==> config.mk <==
export PLATFORM = sky130hd
export DESIGN_NAME = ctrl_74x393_seq
export DESIGN_NICKNAME = d
export VERILOG_FILES = /design/src/rtl/ctrl_74x393_seq.sv
export SDC_FILE = /design/constraint.sdc
export NUM_CORES = 1
export LEC_CHECK = 0
export CAP_MARGIN = 20
export CORE_MARGIN = 4
export CORE_UTILIZATION = 45
export CTS_CLUSTER_DIAMETER = 200
export CTS_CLUSTER_SIZE = 12
export DETAILED_ROUTE_END_ITERATION = 8
export DONT_BUFFER_PORTS = 1
export PLACE_DENSITY = 0.63
export SLEW_MARGIN = 20
export SYNTH_ARGS = -nofsm -noshare
export SYNTH_HDL_FRONTEND = slang
export SYNTH_SLANG_ARGS = --single-unit
==> constraint.sdc <==
create_clock -name CLK -period 2.65 [get_ports CLK]
set_clock_uncertainty 0.1 [all_clocks]
set_input_delay 0.3975 -clock CLK [delete_from_list [all_inputs] [get_ports CLK]]
set_output_delay 0.3975 -clock CLK [all_outputs]
set_load 0.01 [all_outputs]
==> src/rtl/ctrl_74x393_seq.sv <==
// Sequencer for one bank of a MOD_74x393 ripple counter: drives its clock and
// clear, checks Q against an internal expected count, and divides modulo MOD_N+1.
module ctrl_74x393_seq #(
  parameter int WIDTH  = 4,
  parameter int SETTLE = 1
) (
  input  logic             CLK,
  input  logic             CLR,
  input  logic             START,
  input  logic             STOP,
  input  logic [WIDTH-1:0] MOD_N,
  input  logic [7:0]       CYCLES,
  input  logic [WIDTH-1:0] Q,
  output logic             CNT_CLK,
  output logic             CNT_CLR,
  output logic             BUSY,
  output logic             TC,
  output logic             DONE,
  output logic             ERR,
  output logic [WIDTH-1:0] EXP
);

  localparam logic [2:0] S_IDLE  = 3'd0;
  localparam logic [2:0] S_CLEAR = 3'd1;
  localparam logic [2:0] S_FALL  = 3'd2;
  localparam logic [2:0] S_WAIT  = 3'd3;
  localparam logic [2:0] S_CHECK = 3'd4;

  localparam logic [3:0] SETTLE_LAST = 4'(SETTLE - 1);

  logic [2:0]       state, state_next;
  logic [3:0]       wait_cnt;
  logic [WIDTH-1:0] mod_r;
  logic [7:0]       cycles_r;
  logic [7:0]       term_cnt;
  logic [7:0]       term_inc;
  logic             terminal;
  logic             settled;

  assign terminal = (mod_r != '0) ? (EXP == mod_r) : (EXP == '1);
  assign settled  = (wait_cnt == SETTLE_LAST);
  assign term_inc = term_cnt + 8'd1;

  // NOTE: state_next gets a default before the case so no path leaves it unassigned (no latch).
  always_comb begin
    state_next = state;
    case (state)
      S_IDLE:  if (START) state_next = S_CLEAR;
      S_CLEAR: state_next = S_WAIT;
      S_FALL:  state_next = S_WAIT;
      S_WAIT:  if (settled) state_next = S_CHECK;
      S_CHECK: begin
        if (DONE || STOP)              state_next = S_IDLE;
        else if (TC && mod_r != '0)    state_next = S_CLEAR;
        else                           state_next = S_FALL;
      end
      default: state_next = S_IDLE;
    endcase
  end

  // Outputs are registered from state_next so they are valid for the whole
  // cycle of the state they belong to; the CHECK verdict is taken on the last
  // WAIT edge so TC/DONE/ERR show during CHECK and the exit decision uses them.
  // NOTE: all state here uses non-blocking assignments so every register sees pre-edge values.
  always_ff @(posedge CLK) begin
    if (CLR) begin
      state    <= S_IDLE;
      wait_cnt <= '0;
      mod_r    <= '0;
      cycles_r <= '0;
      term_cnt <= '0;
      CNT_CLK  <= 1'b1;
      CNT_CLR  <= 1'b0;
      BUSY     <= 1'b0;
      TC       <= 1'b0;
      DONE     <= 1'b0;
      ERR      <= 1'b0;
      EXP      <= '0;
    end else begin
      state    <= state_next;
      CNT_CLK  <= (state_next != S_FALL);
      CNT_CLR  <= (state_next == S_CLEAR);
      BUSY     <= (state_next != S_IDLE);
      TC       <= 1'b0;
      DONE     <= 1'b0;
      wait_cnt <= (state == S_WAIT) ? wait_cnt + 4'd1 : 4'd0;

      if (state == S_IDLE && START) begin
        mod_r    <= MOD_N;
        cycles_r <= CYCLES;
        ERR      <= 1'b0;
        term_cnt <= '0;
      end

      if (state_next == S_CLEAR)     EXP <= '0;
      else if (state_next == S_FALL) EXP <= EXP + WIDTH'(1);

      if (state == S_WAIT && settled) begin
        if (Q != EXP) ERR <= 1'b1;
        if (terminal) begin
          TC       <= 1'b1;
          term_cnt <= term_inc;
          if (cycles_r != 8'd0 && term_inc == cycles_r) DONE <= 1'b1;
        end
      end
    end
  end

endmodule
## Word level (Yosys, flattened, before mapping)

Cells that the tools add are included.
W data, S select, Z words.

- Logic and storage cells: 58
- Register bits after elaboration: 37
- Bits of input ports: 20
- Output and inout bits: 10

- Eq/ne operators: 11
- Add/subtract/negate cells: 3
- Muxes and demuxes: 14
- Bitwise operators: 3
- Reductions and logical operators: 15

Operators with widths:

| kind | number |
|---|---|
| $mux W8 | 3 |
| $pmux W3 S4 | 1 |
| $eq A3 B2 Y1 const B | 3 |
| $add A4 B1 Y4 const B | 2 |
| $add A8 B1 Y8 const B | 1 |
| $eq A8 B8 Y1 | 1 |
| $reduce_bool A8 Y1 | 1 |
| $reduce_or A2 Y1 | 4 |
| $eq A3 B1 Y1 const B | 2 |
| $mux W1 | 6 |
| $mux W3 | 2 |
| $eq A4 B4 Y1 | 1 |
| $eq A4 B4 Y1 const B | 1 |
| $logic_and A1 B1 Y1 | 4 |
| $logic_not A4 Y1 | 1 |
| $mux W2 | 2 |
| $ne A4 B4 Y1 | 1 |
| $reduce_bool A4 Y1 | 1 |
| $eq A3 B3 Y1 const B | 1 |
| $logic_not A3 Y1 | 1 |
| $ne A3 B2 Y1 const B | 1 |
| $not A1 Y1 | 3 |
| $reduce_bool A3 Y1 | 1 |
| $reduce_or A3 Y1 | 1 |
| $logic_or A1 B1 Y1 | 1 |

## Logic depth before layout (Yosys ltp)

- Depth after elaboration: 7
- Depth in mapped cells: 9
- Depth with buffers taken out: 7

## Least setup slack after synthesis

OpenSTA, ideal clock, no wires.

- Path type: register -> register
- Start point: register wait_cnt[0]
- End point: register term_cnt[4]
- Path slack: 0.676 ns
- Clock period less this slack: 1.974 ns
- Path buffers: 2
- Stages on the path, launching flop included: 10
- Data arrival time: 1.804 ns
- Setup time: 0.070 ns
- Required time: 2.480 ns
- Cells stage by stage: dfxtp_1 > inv_1 > ha_1 > or3b_1 > buf_2 > a2111oi_4 > o211ai_1 > buf_6 > a211o_1 > a21oi_1

- Cells in the longest elaborated chain, start to end: 3

Ends and longest elaborated chain:

| what | line | RTL |
|---|---|---|
| from (decl) | 32 | `logic [3:0] wait_cnt;` |
| from (signal assigned) | 86 | `wait_cnt <= (state == S_WAIT) ? wait_cnt + 4'd1 : 4'd0;` |
| $logic_not A4 Y1 | 41 | `assign settled = (wait_cnt == SETTLE_LAST);` |
| $logic_and A1 B1 Y1 | 98 | `if (state == S_WAIT && settled) begin` |
| $mux W8 | 98 |  |
| to (signal assigned) | 102 | `term_cnt <= term_inc;` |
| to (decl) | 35 | `logic [7:0] term_cnt;` |

Every way passes these cells.
A chain may end at the register's enable or synchronous reset.

## Worst setup path in the final report

- Start point: register wait_cnt[0]
- End point: register term_cnt[0]

The elaborated chain is that of the path after synthesis.

==> impl_metrics.tcl <==
set metrics [dict create \
    effective_utilization_at_floorplan_pct 47.89 \
    synthesis_stage_register_bit_count 37 \
    layout-drive-gt1-share_pct 5.932 \
    netlist.top_cell.by_area "dfxtp_1" \
    power.switching_mw 0.3088 \
    routedWlPerCell_microns 14.63 \
    hp-start "CLR" \
    synth.lib_cells_used.distinct 42 \
    timing.hold.worst_path_depth 1 \
    final-seq-area_sq_um 740.7 \
    nFillCells 431 \
    grt_start_max_net_pins 30 \
    internal-power_mw 0.8464 \
    cellPowerDensity_mw_per_mm2 565.1 \
    timing.critical_path.required_ns 2.77 \
    worstSkewPairLatency_ns 0.29 \
    worst_r2r_startpoint "wait_cnt[0]$_SDFF_PP0_" \
    tritoncts "done" \
    ys_warn_count 0 \
    timing.critical_path.to_type "register" \
    grt.overflow.total 0 \
    total_leakage_power_nw 0.7273 \
    drc_violation_total_after_the_first_tritonroute_iteration 130 \
    worst_setup_path_startpoint "wait_cnt[0]$_SDFF_PP0_" \
    root_buffer "clkbuf_8" \
    row_count 23 \
    postSynthNetCount 268 \
    critPathArrivalTime_ns 2.46 \
    number_of_buffers_inserted_for_hold_repair_after_clock_tree_synthesis 0 \
    timing.fmax_mhz 426.1 \
    antenna_found_initial 0 \
    die_outline_area_sq_mm 0.005502 \
    postSynth.asyncResetShare_pct 0 \
    pin_count 30 \
    final_critical_path_setup_slack_ns 0.3030 \
    final_antenna_net_count 0 \
    fin_crit_sh_pct 88.57 \
    drv_slew 0 \
    slew-limit-headroom_pct 44.83 \
    route.detailed.vias_per_inst 5.717 \
    worst_hold_path_class "in -> reg" \
    remaining_drc_errors 0 \
    netlist_instances 244 \
    dp_hpwl_microns 3115 \
    max_cap_violations 0 \
    yosysTopAreaCellShare_pct 37.59 \
    area_growth_pct 3.746 \
    report.final.hold_viol_count 0 \
    nets 260 \
    synth_top_cells_by_count "dfxtp_1 (37), nand2_1 (37), a21oi_1 (25)" \
    grt_setup_unrepaired "no" \
    postLayoutCoreUtil_pct 49.68 \
    power.share.clock_pct 34.4 \
    placement.io_buffers 0 \
    tritoncts.num_buffers 5 \
    post_cts_resized 0 \
    route.met3.wl_microns 303 \
    min_period_ns 2.347 \
    cp_max_fo 12 \
    power.total_mw 1.155 \
    gp_congestion 0.8875 \
    ir_worst_vdd_mv 0.3502 \
    die_h_microns 74.18 \
    run_status "completed" \
    multi_input_comb_area_sq_mm 0.001106 \
    cts.reportedPaths.clkPinSlew_ns 0.07 \
    seqPwrFrac_pct 52.7 \
    grt_pass1_wl_microns 7279 \
    ys_seq_area_share_pct 37.59 \
    first_global_vias 1502 \
    grt_util_all_layers_pct 17.51 \
    place_worst_setup_slack_ns 0.3458 \
    chipWidth_microns 74.18 \
    finalWirelength_microns 4185 \
    share_comb_of_total_power_pct 12.9 \
    syn_avg_cell_area_sq_um 8.076 \
    critical_path_class "reg -> reg" \
    finalSetupViolations 0 \
    drt_pre_antenna_iters 5 \
    synth_ff_type "dfxtp_1" \
    number_of_sinks_driven_by_the_clock_tree 37 \
    synth_edf_count 0 \
    final.setup.tns_ns 0 \
    vias 1635 \
    start_kind "register" \
    ctsHtreeMaxLevel 2 \
    insertedDiodeCount 0 \
    post_cts.repair.setup_buffers 0 \
    tightestPinTransition_ns 0.8239 \
    m1WireLength_microns 2077 \
    met2WireLength_microns 1738 \
    switching_share_pct 26.73 \
    synthTopCellsByArea "dfxtp_1 (38%), nand2_1 (7.0%), a21oi_1 (6.3%), o211ai_1 (5.3%), xnor2_1 (4.9%)" \
    synthesis.area_sq_mm 0.001971 \
    core_sq_mm 0.004115 \
    maximum_buffer_depth_of_the_clock_tree 2 \
    top_layer "met4" \
    number_of_cells_on_the_worst_reg_to_reg_path 7 \
]
==> metal layers <==
metal / vias to the layer above / global-route usage (%)
met3: 6 / 4.865
met4: 0 / 7.847
li1: 834 / -
met5: - / 0
met2: 48 / 24.31
met1: 747 / 25.04
==> per-stage QoR <==
| step | hold WS [ns] | std cells | cell area, sq um |
|---|---|---|---|
| after global placement | 0.3505 | 279 | 1958 |
| after CTS | 0.05816 | 286 | 2044 |
| after detailed placement | 0.3542 | 279 | 1958 |
| after global routing | 0.05030 | 286 | 2044 |
| after floorplan | 0.3297 | 244 | 1971 |
| final | 0.07006 | 286 | 2044 |
==> final cells by class <==
class                   count  area share (%)
well taps                  50           3.060
clock buffers               7           4.223
repair buffers              2          0.7344
flip-flops and latches     37           36.23
multi-input cells         181           54.10
inverters                   9           1.652
==> worst paths after layout <==
kind                            slack [ns]                     end
worst max-delay path                  0.30  term_cnt[0]$_SDFF_PP0_
worst min-delay path                  0.07   mod_r[0]$_SDFFE_PP0P_
worst max register to register        0.30  term_cnt[0]$_SDFF_PP0_
worst min register to register        0.36  wait_cnt[0]$_SDFF_PP0_
==> sequential cells by signal, summed over array words and instances (netlist names) <==
| name | flops |
|---|---|
| TC | 1 |
| CNT_CLK | 1 |
| EXP | 4 |
| DONE | 1 |
| ERR | 1 |
| mod_r | 4 |
| state | 3 |
| BUSY | 1 |
| term_cnt | 8 |
| cycles_r | 8 |
| wait_cnt | 4 |
| CNT_CLR | 1 |
==> critical path, stage by stage, from the launching register on <==
cell	delay (ns)
dfxtp_1	0.33
inv_1	0.06
ha_1	0.12
or3b_1	0.45
a2111oi_4	0.25
o211ai_1	0.38
or3_1	0.42
a21oi_1	0.15
==> power by group through the flow <==
stage	Clock, mW	Sequential (mW)	Combinational, mW
after floorplan	0	0.613	0.136
final	0.397	0.609	0.149
after global routing	0.436	0.613	0.170
after CTS	0.410	0.609	0.150
after global placement	0	0.622	0.149
after detailed placement	0	0.622	0.149
==> cells in the final DEF, fill, tap and decap left out, types with 3 or more instances in the layout <==
master and count:
a21oi_1 25, clkbuf_8 6, dfxtp_1 37, ha_1 4, inv_1 9, nand2_1 37, nand3_1 6, nor2_1 20
nor2b_1 4, nor3_1 8, nor4_1 3, o211ai_1 14, o21ai_0 3, or3_1 5, xnor2_1 11, xor2_1 9
==> logic make-up (layout without fill, tap and decap cells) <==
group	after synthesis	after routing	share of synthesized area, %
flip-flops	37	37	37.59
adder cells (fa/ha/maj)	4	4	2.540
AO/OA/AOI/OAI	58	58	20.64
XOR/XNOR	20	20	8.889
buffers and inverters	26	18	6.285
AND/OR/NAND/NOR	99	99	24.06
Power figures use the tool's default switching activity.
